$ cat src/rtl/calc_disp_pkg.sv
// Shared definitions for the calculator result display: active-low segment
// encodings, scan digit indices, result layout and the binary-to-decimal split.
package calc_disp_pkg;

    localparam int SIGN_BIT = 4;
    localparam int MAG_W    = 4;
    localparam int DATA_W   = MAG_W + 1;

    // Segment order {g,f,e,d,c,b,a}; a 0 lights the segment.
    localparam logic [6:0] SEG_0     = 7'h40;
    localparam logic [6:0] SEG_1     = 7'h79;
    localparam logic [6:0] SEG_2     = 7'h24;
    localparam logic [6:0] SEG_3     = 7'h30;
    localparam logic [6:0] SEG_4     = 7'h19;
    localparam logic [6:0] SEG_5     = 7'h12;
    localparam logic [6:0] SEG_6     = 7'h02;
    localparam logic [6:0] SEG_7     = 7'h78;
    localparam logic [6:0] SEG_8     = 7'h00;
    localparam logic [6:0] SEG_9     = 7'h10;
    localparam logic [6:0] SEG_MINUS = 7'h3F;
    localparam logic [6:0] SEG_E     = 7'h06;
    localparam logic [6:0] SEG_BLANK = 7'h7F;

    typedef logic [1:0] dig_idx_t;

    localparam dig_idx_t DIG_ONES = 2'd0;
    localparam dig_idx_t DIG_TENS = 2'd1;
    localparam dig_idx_t DIG_SIGN = 2'd2;

    // Any digit code of 10 or more decodes to an unlit digit.
    localparam logic [3:0] DIGIT_BLANK = 4'hF;

    typedef struct packed {
        logic       neg;
        logic [3:0] tens;
        logic [3:0] ones;
    } bcd_t;

    // Magnitude is at most 15, so a single compare-and-subtract is a full split.
    // A negative zero reports neg = 0 so it is shown as a plain "0".
    function automatic bcd_t split_result(input logic [DATA_W-1:0] value);
        bcd_t             r;
        logic [MAG_W-1:0] mag;
        mag   = value[MAG_W-1:0];
        r.neg = value[SIGN_BIT] && (mag != '0);
        if (mag >= 4'd10) begin
            r.tens = 4'd1;
            r.ones = mag - 4'd10;
        end else begin
            r.tens = 4'd0;
            r.ones = mag;
        end
        return r;
    endfunction

    function automatic logic [2:0] digit_enable(input dig_idx_t idx);
        logic [2:0] en;
        case (idx)
            DIG_ONES: en = 3'b110;
            DIG_TENS: en = 3'b101;
            DIG_SIGN: en = 3'b011;
            default:  en = 3'b111;
        endcase
        return en;
    endfunction

endpackage

$ cat src/rtl/calc_seg_decoder.sv
// Combinational decimal digit to active-low seven-segment pattern; codes of 10
// and above produce an unlit digit.
module calc_seg_decoder
    import calc_disp_pkg::*;
(
    input  logic [3:0] i_digit,
    output logic [6:0] o_seg
);

    always_comb begin
        case (i_digit)
            4'd0:    o_seg = SEG_0;
            4'd1:    o_seg = SEG_1;
            4'd2:    o_seg = SEG_2;
            4'd3:    o_seg = SEG_3;
            4'd4:    o_seg = SEG_4;
            4'd5:    o_seg = SEG_5;
            4'd6:    o_seg = SEG_6;
            4'd7:    o_seg = SEG_7;
            4'd8:    o_seg = SEG_8;
            4'd9:    o_seg = SEG_9;
            default: o_seg = SEG_BLANK;
        endcase
    end

endmodule

$ cat src/rtl/calc_result_display.sv
// Holds one sign-magnitude calculator result per valid/ready handshake and scans it
// onto a 3-digit multiplexed display. Optional error digit: `define CALC_DISP_ERR_EN.
module calc_result_display
    import calc_disp_pkg::*;
#(
    parameter int REFRESH_DIV = 50000,
    parameter int HOLD_CYCLES = 0
) (
    input  logic              clk,
    input  logic              rst,
    input  logic              res_valid,
    input  logic [DATA_W-1:0] res_data,
`ifdef CALC_DISP_ERR_EN
    input  logic              res_err,
`endif
    output logic              res_ready,
    output logic [2:0]        an,
    output logic [6:0]        seg
);

    localparam int DIV_W  = (REFRESH_DIV > 1) ? $clog2(REFRESH_DIV) : 1;
    localparam int HOLD_W = (HOLD_CYCLES > 0) ? $clog2(HOLD_CYCLES + 1) : 1;

    localparam logic [DIV_W-1:0]  DIV_LAST  = DIV_W'(REFRESH_DIV - 1);
    localparam logic [HOLD_W-1:0] HOLD_LOAD = HOLD_W'(HOLD_CYCLES);

    logic [DATA_W-1:0] r_value;
    logic              r_err;
    logic [HOLD_W-1:0] r_hold;
    logic [DIV_W-1:0]  r_div;
    dig_idx_t          r_idx;
    logic [2:0]        r_an;
    logic [6:0]        r_seg;

    logic              w_capture;
    logic              w_err_in;
    logic              w_scan_tick;
    bcd_t              w_bcd;
    logic [3:0]        w_dec_digit;
    logic [6:0]        w_dec_seg;
    logic [6:0]        w_next_seg;
    logic [2:0]        w_next_an;

`ifdef CALC_DISP_ERR_EN
    assign w_err_in = res_err;
`else
    assign w_err_in = 1'b0;
`endif

    assign res_ready   = (r_hold == '0);
    assign w_capture   = res_valid && res_ready;
    assign w_scan_tick = (r_div == DIV_LAST);

    // NOTE: all state uses non-blocking assignments so every register samples the
    // pre-edge values; reset is synchronous, so it is tested inside the clocked branch.
    always_ff @(posedge clk) begin
        if (rst) begin
            r_value <= '0;
            r_err   <= 1'b0;
            r_hold  <= '0;
        end else begin
            if (w_capture) begin
                r_value <= res_data;
                r_err   <= w_err_in;
                r_hold  <= HOLD_LOAD;
            end else if (r_hold != '0) begin
                r_hold <= r_hold - 1'b1;
            end
        end
    end

    always_ff @(posedge clk) begin
        if (rst) begin
            r_div <= '0;
            r_idx <= DIG_ONES;
        end else if (w_scan_tick) begin
            r_div <= '0;
            r_idx <= (r_idx == DIG_SIGN) ? DIG_ONES : r_idx + 2'd1;
        end else begin
            r_div <= r_div + 1'b1;
        end
    end

    assign w_bcd = split_result(r_value);

    // NOTE: every always_comb output gets a default first so no path can infer a latch.
    always_comb begin
        w_dec_digit = DIGIT_BLANK;
        case (r_idx)
            DIG_ONES: w_dec_digit = w_bcd.ones;
            DIG_TENS: if (w_bcd.tens != 4'd0) w_dec_digit = w_bcd.tens;
            default:  ;
        endcase
    end

    calc_seg_decoder u_dec (
        .i_digit (w_dec_digit),
        .o_seg   (w_dec_seg)
    );

    // The sign position never goes through the decoder; an error overrides everything.
    always_comb begin
        w_next_an  = digit_enable(r_idx);
        w_next_seg = w_dec_seg;
        if (r_err) begin
            w_next_seg = (r_idx == DIG_ONES) ? SEG_E : SEG_BLANK;
        end else if (r_idx == DIG_SIGN) begin
            w_next_seg = w_bcd.neg ? SEG_MINUS : SEG_BLANK;
        end
    end

    // Index and value are both state, so the registered pair can never mix a
    // new digit position with a stale value.
    always_ff @(posedge clk) begin
        if (rst) begin
            r_an  <= 3'b111;
            r_seg <= SEG_BLANK;
        end else begin
            r_an  <= w_next_an;
            r_seg <= w_next_seg;
        end
    end

    assign an  = r_an;
    assign seg = r_seg;

endmodule

$ cat config.mk
export PLATFORM = sky130hd
export DESIGN_NAME = calc_result_display
export DESIGN_NICKNAME = d
export VERILOG_FILES = /design/src/rtl/calc_disp_pkg.sv /design/src/rtl/calc_seg_decoder.sv /design/src/rtl/calc_result_display.sv
export SDC_FILE = /design/constraint.sdc
export NUM_CORES = 1
export LEC_CHECK = 0
export ABC_AREA = 1
export BUFFER_PORTS_ARGS = -buffer_cell sky130_fd_sc_hd__buf_2
export CORE_MARGIN = 2
export CORE_UTILIZATION = 40
export CTS_BUF_LIST = sky130_fd_sc_hd__clkbuf_8
export DETAILED_ROUTE_END_ITERATION = 16
export HOLD_SLACK_MARGIN = 0.06
export PLACE_DENSITY = 0.56
export SLEW_MARGIN = 30
export SYNTH_ARGS = -nofsm -noshare
export SYNTH_HDL_FRONTEND = slang
export SYNTH_SLANG_ARGS = --single-unit
$ cat constraint.sdc
create_clock -name clk -period 2.3 [get_ports clk]
set_clock_uncertainty 0.1 [all_clocks]
set_input_delay 0.23 -clock clk [delete_from_list [all_inputs] [get_ports clk]]
set_output_delay 0.23 -clock clk [all_outputs]
set_load 0.02 [all_outputs]
## Word level (Yosys, flattened, before mapping)

Memory sizes are Yosys's and may differ from the RTL's.
Cells that the tools add are included.

| word-level totals | value |
|---|---|
| bits in registers | 34 |
| output and inout bits | 11 |
| memories | 1 |
| input bits | 8 |
| memory bits (read-only) | 112 |
| word-level logic and storage cells | 30 |

Memory list:

| name | words | width | read ports | clocked after memory_dff | wr ports | RTL line | text |
|---|---|---|---|---|---|---|---|
| (no name shown) | 16 | 7 | 1 | 0 | 0 | calc_seg_decoder.sv:11 | `case (i_digit)` |

| cells by class | value |
|---|---|
| mux-type cells | 7 |
| equal/unequal tests | 3 |
| add/sub/neg operators | 4 |
| $lt $le $gt $ge | 1 |
| bitwise gates (word level) | 1 |
| reduce and logical (&&, ||, !) cells | 7 |

Operators by type and width:

| operator | number |
|---|---|
| $add 16x1->16 const B | 1 |
| $eq 16x16->1 const B | 1 |
| $mux 7 | 2 |
| $pmux 3 s3 | 1 |
| $pmux 4 s2 | 1 |
| $reduce_bool 4->1 | 2 |
| $mux 5 | 1 |
| $ge 4x4->1 const B | 1 |
| $mux 4 | 1 |
| $sub 4x4->4 const B | 1 |
| $reduce_or 3->1 | 1 |
| $add 2x1->2 const B | 1 |
| $eq 2x1->1 const B | 1 |
| $eq 2x2->1 const B | 1 |
| $logic_and 1x1->1 | 2 |
| $logic_not 2->1 | 1 |
| $mux 2 | 1 |
| $reduce_or 2->1 | 1 |
| $not 1->1 | 1 |
| $sub 1x1->1 const B | 1 |

## Depth between registers and ports, before layout

An unclocked memory read counts as a cell.

| depth | value |
|---|---|
| word-level depth | 7 |
| gate-level depth with buffers | 15 |
| depth with buffers taken out | 15 |

## Modules after synthesis

Synthesis repeated with hierarchy kept, for this count alone.

| second synthesis, totals | value |
|---|---|
| cell total of the unflattened synthesis | 243 |
| area total of the unflattened synthesis | 1721.7 um^2 |

Modules (own cells, without submodules):

| module | area each (um^2) | cells each | seq. area each (um^2) | times used |
|---|---|---|---|---|
| calc_result_display | 1534.0 | 208 | 680.7 | 1 |
| calc_seg_decoder | 187.7 | 35 | 0.0 | 1 |

## Worst setup path before layout

No wires, ideal clock.

| timing | value |
|---|---|
| path kind | reg2reg |
| start point | register r_idx[0] |
| end point | register r_seg[6], in the netlist seg[6] |
| data required time | 2.081 ns |
| clock period less this slack | 1.578 ns |
| cell stages (with the launch flop) | 14 |
| slack | 0.722 ns |
| library setup time | 0.119 ns |
| buffers on the path | 0 |
| data arrival time | 1.358 ns |
| path through | dfxtp_1 nor2_1 inv_1 nor2_1 inv_1 ha_1 inv_1 nand3_1 nand2_1 inv_1 nand2_1 nand2_1 nand2_1 nand2_1 |

| on the way | value |
|---|---|
| word-level cells in the longest chain between the ends | 4 |
| elaborated cells on any way between the ends | 6 |
| those cells by class | 2 x eq/ne; 2 x mux; 1 x reduce/logical; 1 x memory |

RTL lines:

| item | RTL line | text |
|---|---|---|
| start: declaration | calc_result_display.sv:31 | `dig_idx_t r_idx;` |
| start signal: assignment | calc_result_display.sv:78 | `r_idx <= (r_idx == DIG_SIGN) ? DIG_ONES : r_idx + 2'd1;` |
| $eq 2x1->1 / $logic_not 2->1 (equally long branches) | calc_result_display.sv:89 | `case (r_idx)` |
| $pmux 4 s2 | calc_result_display.sv:89 |  |
| $mem_v2 16x7 | n/a |  |
| $mux 7 (*) | calc_result_display.sv:107 | `end else if (r_idx == DIG_SIGN) begin` |
| end signal: assignment | calc_result_display.sv:120 | `r_seg <= w_next_seg;` |
| end: declaration | calc_result_display.sv:33 | `logic [6:0] r_seg;` |

Mark *: on every way between the ends. The rest lies on a longest branch, timed or not.
A chain may end at the register's enable or synchronous reset.

## Worst setup path after layout

Same ends and word-level chain as after synthesis.

==> results.json <==
{
  "status": "finished clean",
  "postCtsSetupBuffers": 0,
  "fin_crit_sh_pct": 79.4,
  "dr.pass1.iters": 4,
  "power_density_mw_per_mm2": 663,
  "globalplace.congestion": 0.774,
  "worstSkewPairLatency_ps": 280,
  "rsz0062_at_grt": "false",
  "clockBufferDepth": 2,
  "endpoint": "seg[6]",
  "root_buffer": "clkbuf_8",
  "ys_warn_count": 0,
  "fin_crit_ps": 1830,
  "finalNonFillerCells": 290,
  "synth_nets": 228,
  "drv_cap": 0,
  "fp.coreArea_mm2": 0.00394,
  "critical_path.max_fanout": 6,
  "drc_errors": 0,
  "path_class": "register to register",
  "hold_buffers": 0,
  "wl_um": 2770,
  "synth_flop_cell": "dfxtp_1",
  "dieArea_mm2": 0.00453,
  "reg2reg_slack_ps": 470,
  "clkTransAtPathRegs_ps": 70,
  "die-height_um": 67.3,
  "synth_compound_area_share_pct": 8.74,
  "grt_pass1_wl_um": 4900,
  "fin_nets": 252,
  "power.leakage_uw": 0.000815,
  "grt_max_degree": 19,
  "grt.overflow.total": 0,
  "worst_setup_path_end_kind": "register",
  "setup_violations": 0,
  "place.detailed.hpwl_um": 2140,
  "vdd_drop_max_v": 0.000280,
  "synth_enable_flop_cells": 0,
  "drv_slew": 0,
  "syn_to_final_growth_pct": 14.5,
  "syn_inst": 215,
  "cts-resized-gates": 0,
  "port_buffers": 18,
  "holdCritPathClass": "input pin to register",
  "die_w_um": 67.3,
  "critical_path_required_ps": 2360,
  "placed_area_mm2": 0.00175,
  "yosys_register_bits": 34,
  "r2r-start": "r_idx[0]",
  "synth_top_family_by_area": "simple AND/OR/NAND/NOR gates",
  "via_per_inst": 4.56,
  "cp.arrival_ps": 1890,
  "antenna_found_initial": 0,
  "dr.first_iter.drc_count": 45,
  "final_area_mm2": 0.00184,
  "antenna_cells": 0,
  "startpoint": "r_idx[0]",
  "htreeDepth": 2,
  "io_pins": 19,
  "drtAntennaViolNets": 0,
  "ff2ff_path_depth": 13,
  "synth_xor_area_share_pct": 1.64,
  "vias": 1321,
  "setup.worst_path.start_class": "register",
  "cts_buffers": 5,
  "fin_util_pct": 46.6,
  "synthSimpleGateAreaFrac_pct": 34.4,
  "initial_core_util_pct": 40.7,
  "row_count": 23,
  "yosys-mux-area-fraction_pct": 0,
  "ys_seq_area_share_pct": 42.4,
  "synth_cell_types": 29,
  "avgSynthCellArea_um2": 7.46,
  "async_reset_ff_share_pct": 0,
  "hold_slack_ps": 99.1,
  "synth_fa_ha_area_share_pct": 3.90,
  "setup_tns_ps": 0,
  "grt_usage_pct": 14.8,
  "wl_per_cell_um": 9.55,
  "place_inst": 282,
  "r2r_end": "seg[6]",
  "layout-drive-gt1-share_pct": 20.0,
  "finalHoldViolCount": 0,
  "synth_area_mm2": 0.00160,
  "cts.sinks": 34,
  "cts_tree": "done",
  "grt_pass1_vias": 1127,
  "max_freq_ghz": 0.548
}
## cell families (layout without fill, tap and decap cells)
kind of cell / after synthesis / count (layout)
AO/OA/AOI/OAI: 25 / 25
XOR/XNOR: 3 / 3
adder cells (fa/ha/maj): 5 / 5
buffers and inverters: 35 / 60
flip-flops: 34 / 34
other: 1 / 1
AND/OR/NAND/NOR: 112 / 112
## critical path, stage by stage, from the launching register on
cell and delay (ps):
dfxtp_1 350, nor2_1 140, inv_1 60, nor2_1 320
inv_1 90, ha_1 200, inv_1 50, nand3_1 70
nand2_1 60, inv_1 50, nand2_1 50, nand2_1 60
nand2_1 60, nand2_1 50
## cell type report
| cell class | count | area [µm²] |
|---|---|---|
| Tap cell | 50 | 62.6 |
| Clock buffer | 6 | 82.6 |
| Clock inverter | 2 | 8.76 |
| Sequential cell | 34 | 681 |
| Fill cell | 420 | 2110 |
| Timing Repair Buffer | 18 | 90.1 |
| Inverter | 34 | 128 |
| Multi-Input combinational cell | 146 | 785 |
## placed cells by master, fill, tap and decap left out, types with 3 or more instances in the layout
cell type	n
nand3_1	13
nor3b_1	4
dfxtp_1	34
nand2_2	4
nor2_2	5
a21oi_1	13
buf_2	18
nand2_1	52
ha_1	5
nor2_1	13
o21ai_0	6
nor3_1	9
xor2_1	3
clkbuf_8	6
inv_1	30
inv_2	4
## worst min-delay path by stage
| stage | startpoint | endpoint | slack [ps] | cells past startpoint |
|---|---|---|---|---|
| after CTS | res_data[0] | r_value[0] | 90 | 3 |
| after detailed placement | r_div[0] | r_div[0] | 340 | 1 |
| after global placement | r_div[0] | r_div[0] | 330 | 1 |
| after global routing | rst | seg[6] | 130 | 3 |
| after floorplan | rst | seg[6] | 260 | 2 |
| final | res_data[0] | r_value[0] | 100 | 3 |
## power breakdown
| group | internal [µW] | leakage, µW | total (µW) | switching (µW) |
|---|---|---|---|---|
| registers | 617 | 0.000279 | 627 | 10.7 |
| logic | 51.1 | 0.000484 | 148 | 96.8 |
| clock network | 237 | 0.0000524 | 443 | 206 |
## through the flow
stage	setup slack, ps	power (µW)
after floorplan	722	752
after global placement	492	792
after detailed placement	475	791
after CTS	462	1230
after global routing	260	1290
final	475	1220
## synthesized netlist by cell type (3+ instances only)
master	count	area (µm²)
nor3b_1	4	30.0
nor2_1	13	48.8
nor2_2	5	31.3
o21ai_0	6	30.0
a21oi_1	13	65.1
nand2_2	4	25.0
ha_1	5	62.6
inv_1	29	109
nand2_1	52	195
xor2_1	3	26.3
nand3_1	13	65.1
dfxtp_1	34	681
inv_2	4	15.0
nor3_1	9	45.0
## registers in the layout, summed over array words and instances (netlist names)
signal and cells:
an 3, r_div 16, r_hold 1, r_idx 2, r_value 5, seg 7
## metal layers
metal	part of all wire [%]	vias to the layer above	GRT usage, %
met1	52	553	19.5
met2	40	32	21.2
met4	1.6	0	6.89
li1	-	730	-
met3	6.5	6	5.50
met5	0	-	0
Note: power is estimated with default switching activity, not from simulation.
